==> config.mk <==
export PLATFORM = sky130hd
export DESIGN_NAME = draw_objects_n_flat
export DESIGN_NICKNAME = d
export VERILOG_FILES = /design/src/rtl/draw_objects_pkg.sv /design/src/rtl/draw_objects_if.sv /design/src/rtl/obj_hit_test.sv /design/src/rtl/draw_objects_n.sv /design/src/flat_wrapper.sv
export SDC_FILE = /design/constraint.sdc
export NUM_CORES = 1
export LEC_CHECK = 0
export BUFFER_PORTS_ARGS = -buffer_cell sky130_fd_sc_hd__buf_2
export CAP_MARGIN = 20
export CORE_ASPECT_RATIO = 1.1
export CORE_MARGIN = 5
export CORE_UTILIZATION = 34
export DETAILED_ROUTE_END_ITERATION = 16
export SLEW_MARGIN = 15
export SYNTH_ARGS = -nofsm -noshare
export SYNTH_HDL_FRONTEND = slang
export SYNTH_SLANG_ARGS = --single-unit
==> constraint.sdc <==
create_clock -name clk -period 9.2 [get_ports clk]
set_input_delay 2.3 -clock clk [delete_from_list [all_inputs] [get_ports clk]]
set_output_delay 2.3 -clock clk [all_outputs]
set_load 0.01 [all_outputs]
==> src/rtl/draw_objects_pkg.sv <==
// Shared defaults and bus-slicing helper for the object renderer.
// Optional collision reporting is enabled with DRAW_OBJECTS_COLLISION_EN.
package draw_objects_pkg;

    localparam int DEF_COORD_W  = 12;
    localparam int DEF_SIZE_W   = 8;
    localparam int DEF_RGB_W    = 8;
    localparam int DEF_BG_COLOR = 0;

    localparam int SLICE_BUS_W = 256;
    localparam int SLICE_W     = 32;

    // Field k of a packed per-object bus; caller truncates to field width.
    function automatic logic [SLICE_W-1:0] obj_field(
        input logic [SLICE_BUS_W-1:0] i_bus,
        input int unsigned            i_k,
        input int unsigned            i_w
    );
        return SLICE_W'(i_bus >> (i_k * i_w));
    endfunction

endpackage

==> src/rtl/draw_objects_if.sv <==
// Pixel-stream and per-object bundle between the game logic and renderer.
// master drives counters/objects, slave returns pixel and collision data.
interface draw_objects_if
    import draw_objects_pkg::*;
#(
    parameter int NUM_OBJS = 3,
    parameter int COORD_W  = DEF_COORD_W,
    parameter int SIZE_W   = DEF_SIZE_W,
    parameter int RGB_W    = DEF_RGB_W
) ();

    logic [COORD_W-1:0]          col_counter;
    logic [COORD_W-1:0]          row_counter;
    logic [NUM_OBJS*COORD_W-1:0] obj_center_col;
    logic [NUM_OBJS*COORD_W-1:0] obj_center_row;
    logic [NUM_OBJS*SIZE_W-1:0]  obj_half_w;
    logic [NUM_OBJS*SIZE_W-1:0]  obj_half_h;
    logic [NUM_OBJS*RGB_W-1:0]   obj_color;
    logic [NUM_OBJS-1:0]         obj_enable;
    logic [RGB_W-1:0]            rgb;
    logic [NUM_OBJS-2:0]         collision;
    logic                        collision_valid;

    modport master (
        output col_counter, row_counter,
        output obj_center_col, obj_center_row,
        output obj_half_w, obj_half_h,
        output obj_color, obj_enable,
        input  rgb, collision, collision_valid
    );

    modport slave (
        input  col_counter, row_counter,
        input  obj_center_col, obj_center_row,
        input  obj_half_w, obj_half_h,
        input  obj_color, obj_enable,
        output rgb, collision, collision_valid
    );

endinterface

==> src/rtl/obj_hit_test.sv <==
// Combinational rectangle hit test for one object.
// Sums are one bit wider than coordinates so edges never wrap.
module obj_hit_test
    import draw_objects_pkg::*;
#(
    parameter int COORD_W = DEF_COORD_W,
    parameter int SIZE_W  = DEF_SIZE_W
) (
    input  logic [COORD_W-1:0] i_col,
    input  logic [COORD_W-1:0] i_row,
    input  logic [COORD_W-1:0] i_cc,
    input  logic [COORD_W-1:0] i_cr,
    input  logic [SIZE_W-1:0]  i_hw,
    input  logic [SIZE_W-1:0]  i_hh,
    input  logic               i_en,
    output logic               o_hit
);

    localparam int XW = COORD_W + 1;

    logic [XW-1:0] w_col;
    logic [XW-1:0] w_row;
    logic [XW-1:0] w_cc;
    logic [XW-1:0] w_cr;
    logic [XW-1:0] w_hw;
    logic [XW-1:0] w_hh;

    assign w_col = XW'(i_col);
    assign w_row = XW'(i_row);
    assign w_cc  = XW'(i_cc);
    assign w_cr  = XW'(i_cr);
    assign w_hw  = XW'(i_hw);
    assign w_hh  = XW'(i_hh);

    assign o_hit = i_en
                && (w_col + w_hw > w_cc)
                && (w_col < w_cc + w_hw)
                && (w_row + w_hh > w_cr)
                && (w_row < w_cr + w_hh);

endmodule

==> src/rtl/draw_objects_n.sv <==
// Priority compositor for NUM_OBJS rectangles with per-frame shadowing.
// Define DRAW_OBJECTS_COLLISION_EN to build the ball collision reporter.
module draw_objects_n
    import draw_objects_pkg::*;
#(
    parameter int NUM_OBJS  = 3,
    parameter int DISP_COLS = 800,
    parameter int DISP_ROWS = 600,
    parameter int COORD_W   = DEF_COORD_W,
    parameter int SIZE_W    = DEF_SIZE_W,
    parameter int RGB_W     = DEF_RGB_W,
    parameter int BG_COLOR  = DEF_BG_COLOR
) (
    input logic          clk,
    input logic          rst,
    draw_objects_if.slave bus
);

    localparam logic [RGB_W-1:0] BG = RGB_W'(BG_COLOR);
    localparam int CB = NUM_OBJS * COORD_W;
    localparam int SB = NUM_OBJS * SIZE_W;
    localparam int RB = NUM_OBJS * RGB_W;

    logic          w_frame_start;
    logic          w_visible;
    logic [CB-1:0] r_cc;
    logic [CB-1:0] r_cr;
    logic [SB-1:0] r_hw;
    logic [SB-1:0] r_hh;
    logic [RB-1:0] r_color;
    logic [NUM_OBJS-1:0] r_en;

    logic [NUM_OBJS-1:0] w_hit;
    logic [NUM_OBJS-1:0] r_hit;
    logic                r_vis;
    logic [RB-1:0]       r_color_p1;
    logic [RGB_W-1:0]    w_color [NUM_OBJS];
    logic [RGB_W-1:0]    w_sel;
    logic [RGB_W-1:0]    r_rgb;

    assign w_frame_start = (bus.col_counter == '0)
                        && (bus.row_counter == '0);
    assign w_visible = (bus.col_counter < COORD_W'(DISP_COLS))
                    && (bus.row_counter < COORD_W'(DISP_ROWS));

    always_ff @(posedge clk or posedge rst) begin
        if (rst) begin
            r_cc    <= '0;
            r_cr    <= '0;
            r_hw    <= '0;
            r_hh    <= '0;
            r_color <= '0;
            r_en    <= '0;
        end else if (w_frame_start) begin
            r_cc    <= bus.obj_center_col;
            r_cr    <= bus.obj_center_row;
            r_hw    <= bus.obj_half_w;
            r_hh    <= bus.obj_half_h;
            r_color <= bus.obj_color;
            r_en    <= bus.obj_enable;
        end
    end

    for (genvar k = 0; k < NUM_OBJS; k++) begin : g_obj
        logic [COORD_W-1:0] w_cc;
        logic [COORD_W-1:0] w_cr;
        logic [SIZE_W-1:0]  w_hw;
        logic [SIZE_W-1:0]  w_hh;

        assign w_cc = COORD_W'(obj_field(SLICE_BUS_W'(r_cc), k, COORD_W));
        assign w_cr = COORD_W'(obj_field(SLICE_BUS_W'(r_cr), k, COORD_W));
        assign w_hw = SIZE_W'(obj_field(SLICE_BUS_W'(r_hw), k, SIZE_W));
        assign w_hh = SIZE_W'(obj_field(SLICE_BUS_W'(r_hh), k, SIZE_W));
        assign w_color[k] =
            RGB_W'(obj_field(SLICE_BUS_W'(r_color_p1), k, RGB_W));

        obj_hit_test #(
            .COORD_W (COORD_W),
            .SIZE_W  (SIZE_W)
        ) u_hit (
            .i_col (bus.col_counter),
            .i_row (bus.row_counter),
            .i_cc  (w_cc),
            .i_cr  (w_cr),
            .i_hw  (w_hw),
            .i_hh  (w_hh),
            .i_en  (r_en[k]),
            .o_hit (w_hit[k])
        );
    end

    // Colours ride along with the hits so a frame-start shadow load
    // cannot recolour a pixel already in flight.
    always_ff @(posedge clk or posedge rst) begin
        if (rst) begin
            r_hit      <= '0;
            r_vis      <= 1'b0;
            r_color_p1 <= '0;
            r_rgb      <= BG;
        end else begin
            r_hit      <= w_visible ? w_hit : '0;
            r_vis      <= w_visible;
            r_color_p1 <= r_color;
            r_rgb      <= r_vis ? w_sel : BG;
        end
    end

    always_comb begin
        w_sel = BG;
        for (int k = NUM_OBJS - 1; k >= 0; k--) begin
            if (r_hit[k]) w_sel = w_color[k];
        end
    end

    assign bus.rgb = r_rgb;

`ifdef DRAW_OBJECTS_COLLISION_EN
    logic                r_fs1;
    logic                r_primed;
    logic                r_cvalid;
    logic [NUM_OBJS-2:0] r_acc;
    logic [NUM_OBJS-2:0] r_coll;
    logic [NUM_OBJS-2:0] w_pair;

    always_comb begin
        w_pair = '0;
        for (int k = 1; k < NUM_OBJS; k++) begin
            w_pair[k-1] = r_hit[0] & r_hit[k];
        end
    end

    // r_fs1 marks stage 1 holding the frame-start pixel, which
    // already belongs to the new frame.
    always_ff @(posedge clk or posedge rst) begin
        if (rst) begin
            r_fs1    <= 1'b0;
            r_primed <= 1'b0;
            r_cvalid <= 1'b0;
            r_acc    <= '0;
            r_coll   <= '0;
        end else begin
            r_fs1    <= w_frame_start;
            r_cvalid <= 1'b0;
            if (r_fs1) begin
                r_acc    <= w_pair;
                r_primed <= 1'b1;
                if (r_primed) begin
                    r_coll   <= r_acc;
                    r_cvalid <= 1'b1;
                end
            end else begin
                r_acc <= r_acc | w_pair;
            end
        end
    end

    assign bus.collision       = r_coll;
    assign bus.collision_valid = r_cvalid;
`else
    assign bus.collision       = '0;
    assign bus.collision_valid = 1'b0;
`endif

endmodule

==> src/flat_wrapper.sv <==
// flat-port wrapper written by rule: the top's interface ports become plain ports
module draw_objects_n_flat import draw_objects_pkg::*;
#(
    parameter int NUM_OBJS  = 3,
    parameter int DISP_COLS = 800,
    parameter int DISP_ROWS = 600,
    parameter int COORD_W   = DEF_COORD_W,
    parameter int SIZE_W    = DEF_SIZE_W,
    parameter int RGB_W     = DEF_RGB_W,
    parameter int BG_COLOR  = DEF_BG_COLOR
)
  (clk, rst, bus_col_counter, bus_row_counter, bus_obj_center_col, bus_obj_center_row, bus_obj_half_w, bus_obj_half_h, bus_obj_color, bus_obj_enable, bus_rgb, bus_collision, bus_collision_valid);
  draw_objects_if #(.NUM_OBJS(NUM_OBJS), .COORD_W(COORD_W), .SIZE_W(SIZE_W), .RGB_W(RGB_W)) bus_i ();
  input logic clk;
  input logic rst;
  input wire logic [$bits(bus_i.col_counter)-1:0] bus_col_counter;
  input wire logic [$bits(bus_i.row_counter)-1:0] bus_row_counter;
  input wire logic [$bits(bus_i.obj_center_col)-1:0] bus_obj_center_col;
  input wire logic [$bits(bus_i.obj_center_row)-1:0] bus_obj_center_row;
  input wire logic [$bits(bus_i.obj_half_w)-1:0] bus_obj_half_w;
  input wire logic [$bits(bus_i.obj_half_h)-1:0] bus_obj_half_h;
  input wire logic [$bits(bus_i.obj_color)-1:0] bus_obj_color;
  input wire logic [$bits(bus_i.obj_enable)-1:0] bus_obj_enable;
  output wire logic [$bits(bus_i.rgb)-1:0] bus_rgb;
  output wire logic [$bits(bus_i.collision)-1:0] bus_collision;
  output wire logic [$bits(bus_i.collision_valid)-1:0] bus_collision_valid;
  assign bus_i.col_counter = bus_col_counter;
  assign bus_i.row_counter = bus_row_counter;
  assign bus_i.obj_center_col = bus_obj_center_col;
  assign bus_i.obj_center_row = bus_obj_center_row;
  assign bus_i.obj_half_w = bus_obj_half_w;
  assign bus_i.obj_half_h = bus_obj_half_h;
  assign bus_i.obj_color = bus_obj_color;
  assign bus_i.obj_enable = bus_obj_enable;
  assign bus_rgb = bus_i.rgb;
  assign bus_collision = bus_i.collision;
  assign bus_collision_valid = bus_i.collision_valid;
  draw_objects_n #(.NUM_OBJS(NUM_OBJS), .DISP_COLS(DISP_COLS), .DISP_ROWS(DISP_ROWS), .COORD_W(COORD_W), .SIZE_W(SIZE_W), .RGB_W(RGB_W), .BG_COLOR(BG_COLOR)) u_core (.clk(clk), .rst(rst), .bus(bus_i));
endmodule
==> impl_metrics.yaml <==
timing:
  fin_skew_ns: 0.0175
  slew_headroom_pct: 34.8
  post-route-min-period_ns: 5.30
  rsz0062_at_grt: "false"
  drv_slew: 0
  fmax_mhz: 189
  tightest_slew_ns: 0.979
  hold_viol_final: 0
  fin_crit_sh_pct: 57.6
  setup_tns_ns: 0
  setup_viol: 0
logic_synthesis:
  ys_types: 57
  synth_seq_area_share_pct: 32.6
  ys_seq_elements: 183
  yosysTopAreaCellShare_pct: 32.6
  syn-cell-area_um2: 14100
  synth_edf_count: 0
  yosysTopAreaCell: "dfrtp_1"
  synth-async-reset-ratio_pct: 100
  synthTopCellsByArea: "dfrtp_1 (33%), ha_1 (21%), mux2_2 (5.8%)"
  synth.avg_cell_area_um2: 9.52
  synth_commonest_cells: "ha_1 (234), dfrtp_1 (183), nand2_1 (129)"
  synth_most_common_cell: "ha_1"
  synth_flop_cell: "dfrtp_1"
  ys_warn_count: 0
  synthCells: 1477
placed_design:
  port_buffers: 180
  placedCellCount: 2189
  finalWeightedCongestion: 0.885
  dp_hpwl_um: 31000
setup_path:
  path_class: "primary input to flop"
  cp.required_ns: 9.58
  crit_slowest_cell: "o41ai_1"
  crit_arrival_ns: 5.68
  path_cells: "buf_2, ha_1, inv_1, fa_1, nor2b_1, o21ai_0, a21oi_1, o41ai_1, xnor2_1, ha_1, nand4_1, a211oi_1, o21bai_1, a21oi_1, o211ai_1, nor4_1"
  max_stage_delay_ns: 0.60
  cp-start-kind: "primary input"
  worstPathMaxFanout: 7
  cp-end-kind: "flop"
clock_network:
  cts_root_buf: "clkbuf_16"
  clkLatencyLatePin_ns: 0.50
  clk_pin_slew_ns: 0.08
  cts_buffers: 17
  clock_sink_count: 183
  cts_hold_buffers: 0
  post-cts-setup-buffers: 0
  htreeDepth: 4
  cts_buffer_depth: 2
  cts_tree: "yes"
  post_cts_resized: 0
pwr:
  powerDensity_nw_per_um2: 109
  ir_drop_mv: 0.144
  p_leak_nw: 8.27
floorplan:
  die_w_um: 204
  fp.dieH_um: 223
  die_area_um2: 45500
  initial_utilization_pct: 34.2
  core_um2: 41100
  io_pins: 184
  row_count: 78
finish:
  post-route-util_pct: 39.3
  nFillCells: 4133
  nets: 2067
  syn2layout_area_growth_pct: 14.9
  fin_cells: 2222
  layout-drive-gt1-share_pct: 17.7
route:
  vias: 11300
  ant_nets: 0
  wire_per_inst_um: 17.8
  first_pass_iters: 5
  drt-total-wl_um: 39600
  vias_per_cell: 5.09
  route.detailed.drc: 0
  drt_iter0_markers: 427
grt:
  overflow: 0
  grt.total_usage_pct: 17.5
  grt_first_pass_wirelength_um: 61800
  grt_pass1_vias: 11600
  antenna_found_initial: 1
  grt_max_degree: 127
status:
  status: "complete, no violations"
hold_path:
  hold_path_class: "flop to flop"
flow_run:
  cap_violations: 0
-- metrics by stage --
stage                     worst slack [ns]  total power [mW]  area [µm²]  hold WS, ns
final                                 3.90              1.75       16100        0.377
after global routing                  3.49              1.83       16100        0.385
after CTS                             3.96              1.79       16100        0.376
after detailed placement              3.47             0.995       15500        0.357
after global placement                3.45             0.991       15500        0.353
after floorplan                       1.93             0.910       14100        0.347
-- logic make-up after synthesis --
kind of cell	Yosys count	share of synthesized area (%)
other	1	0.0267
xor gates and xnor gates	119	7.41
AOI/OAI and AO/OA	364	15.6
DFF	183	32.6
buffers and inverters	145	4.25
and+or+nand+nor	341	11.4
muxes	78	6.25
adders and majority gates	246	22.5
-- report_power, final --
part | total, mW | switching (mW) | internal, mW
combinational | 0.174 | 0.104 | 0.0699
sequential | 0.804 | 0.000176 | 0.804
clock | 0.775 | 0.403 | 0.371
total | 1.75 | 0.508 | 1.24
-- sequential cells by signal (all words and copies together), names as in the netlist --
register / cells
u_core.r_hw: 24
u_core.r_color_p1: 24
u_core.r_color: 24
u_core.r_hh: 24
u_core.bus.rgb: 8
u_core.r_cr: 36
u_core.r_en: 3
u_core.r_hit: 3
u_core.r_vis: 1
u_core.r_cc: 36
-- layout make-up --
class | instances | area (µm²) | area share [%]
diodes | 1 | 2.50 | 0.0155
clock buffers | 17 | 425 | 2.63
clock inverters | 15 | 191 | 1.19
inverters | 110 | 420 | 2.60
multi-input cells | 1151 | 8890 | 55.1
flip-flops and latches | 183 | 4580 | 28.4
well taps | 560 | 701 | 4.34
repair buffers | 185 | 938 | 5.81
-- routing by layer --
metal / share of wire (%) / vias up / wire length (µm) / track usage [%]
li1: - / 5597 / - / -
met1: 43 / 5421 / 17100 / 21.4
met2: 50 / 236 / 19800 / 30.7
met3: 4.2 / 55 / 1660 / 3.53
met4: 2.5 / 0 / 971 / 5.77
met5: 0 / - / 0 / 0
-- critical path, delay by kind of cell --
| family | cells | cell delay, ns |
|---|---|---|
| buf+inv | 2 | 0.27 |
| compound gates | 7 | 1.70 |
| simple gates | 3 | 0.47 |
| xor+xnor | 1 | 0.14 |
| fa+ha+maj | 3 | 0.81 |
-- layout by cell type, fill, tap and decap left out, drive strengths merged, types with 12 or more instances in the layout --
cell type  instances
buf              185
nor3              34
o21ai            136
a21o              29
mux2              78
clkbuf            17
o21a              15
dfrtp            183
nand2            129
nor2b             27
nand3             31
nand4             14
ha               234
o21bai            21
xnor2             81
a21oi             93
inv              118
nor2              59
xor2              38
a31oi             14
fa                12
-- path summary, 6_finish.rpt --
check / start / to / slack [ns] / cells after the start
min in group asynchronous: rst / u_core.r_hh[22]$_DFFE_PP0P_ / 2.00 / 2
worst max-delay path: bus_col_counter[0] / u_core.r_hit[1]$_DFF_PP0_ / 3.90 / 16
worst min-delay path: u_core.r_color[14]$_DFFE_PP0P_ / u_core.r_color_p1[14]$_DFF_PP0_ / 0.38 / 0
worst min register to register: u_core.r_color[14]$_DFFE_PP0P_ / u_core.r_color_p1[14]$_DFF_PP0_ / 0.38 / 0
max in group asynchronous: rst / u_core.r_hw[10]$_DFFE_PP0P_ / 5.80 / 3
worst max register to register: u_core.r_cr[0]$_DFFE_PP0P_ / u_core.r_hit[0]$_DFF_PP0_ / 5.45 / 16
No activity file was read; power rests on OpenSTA's default activity.
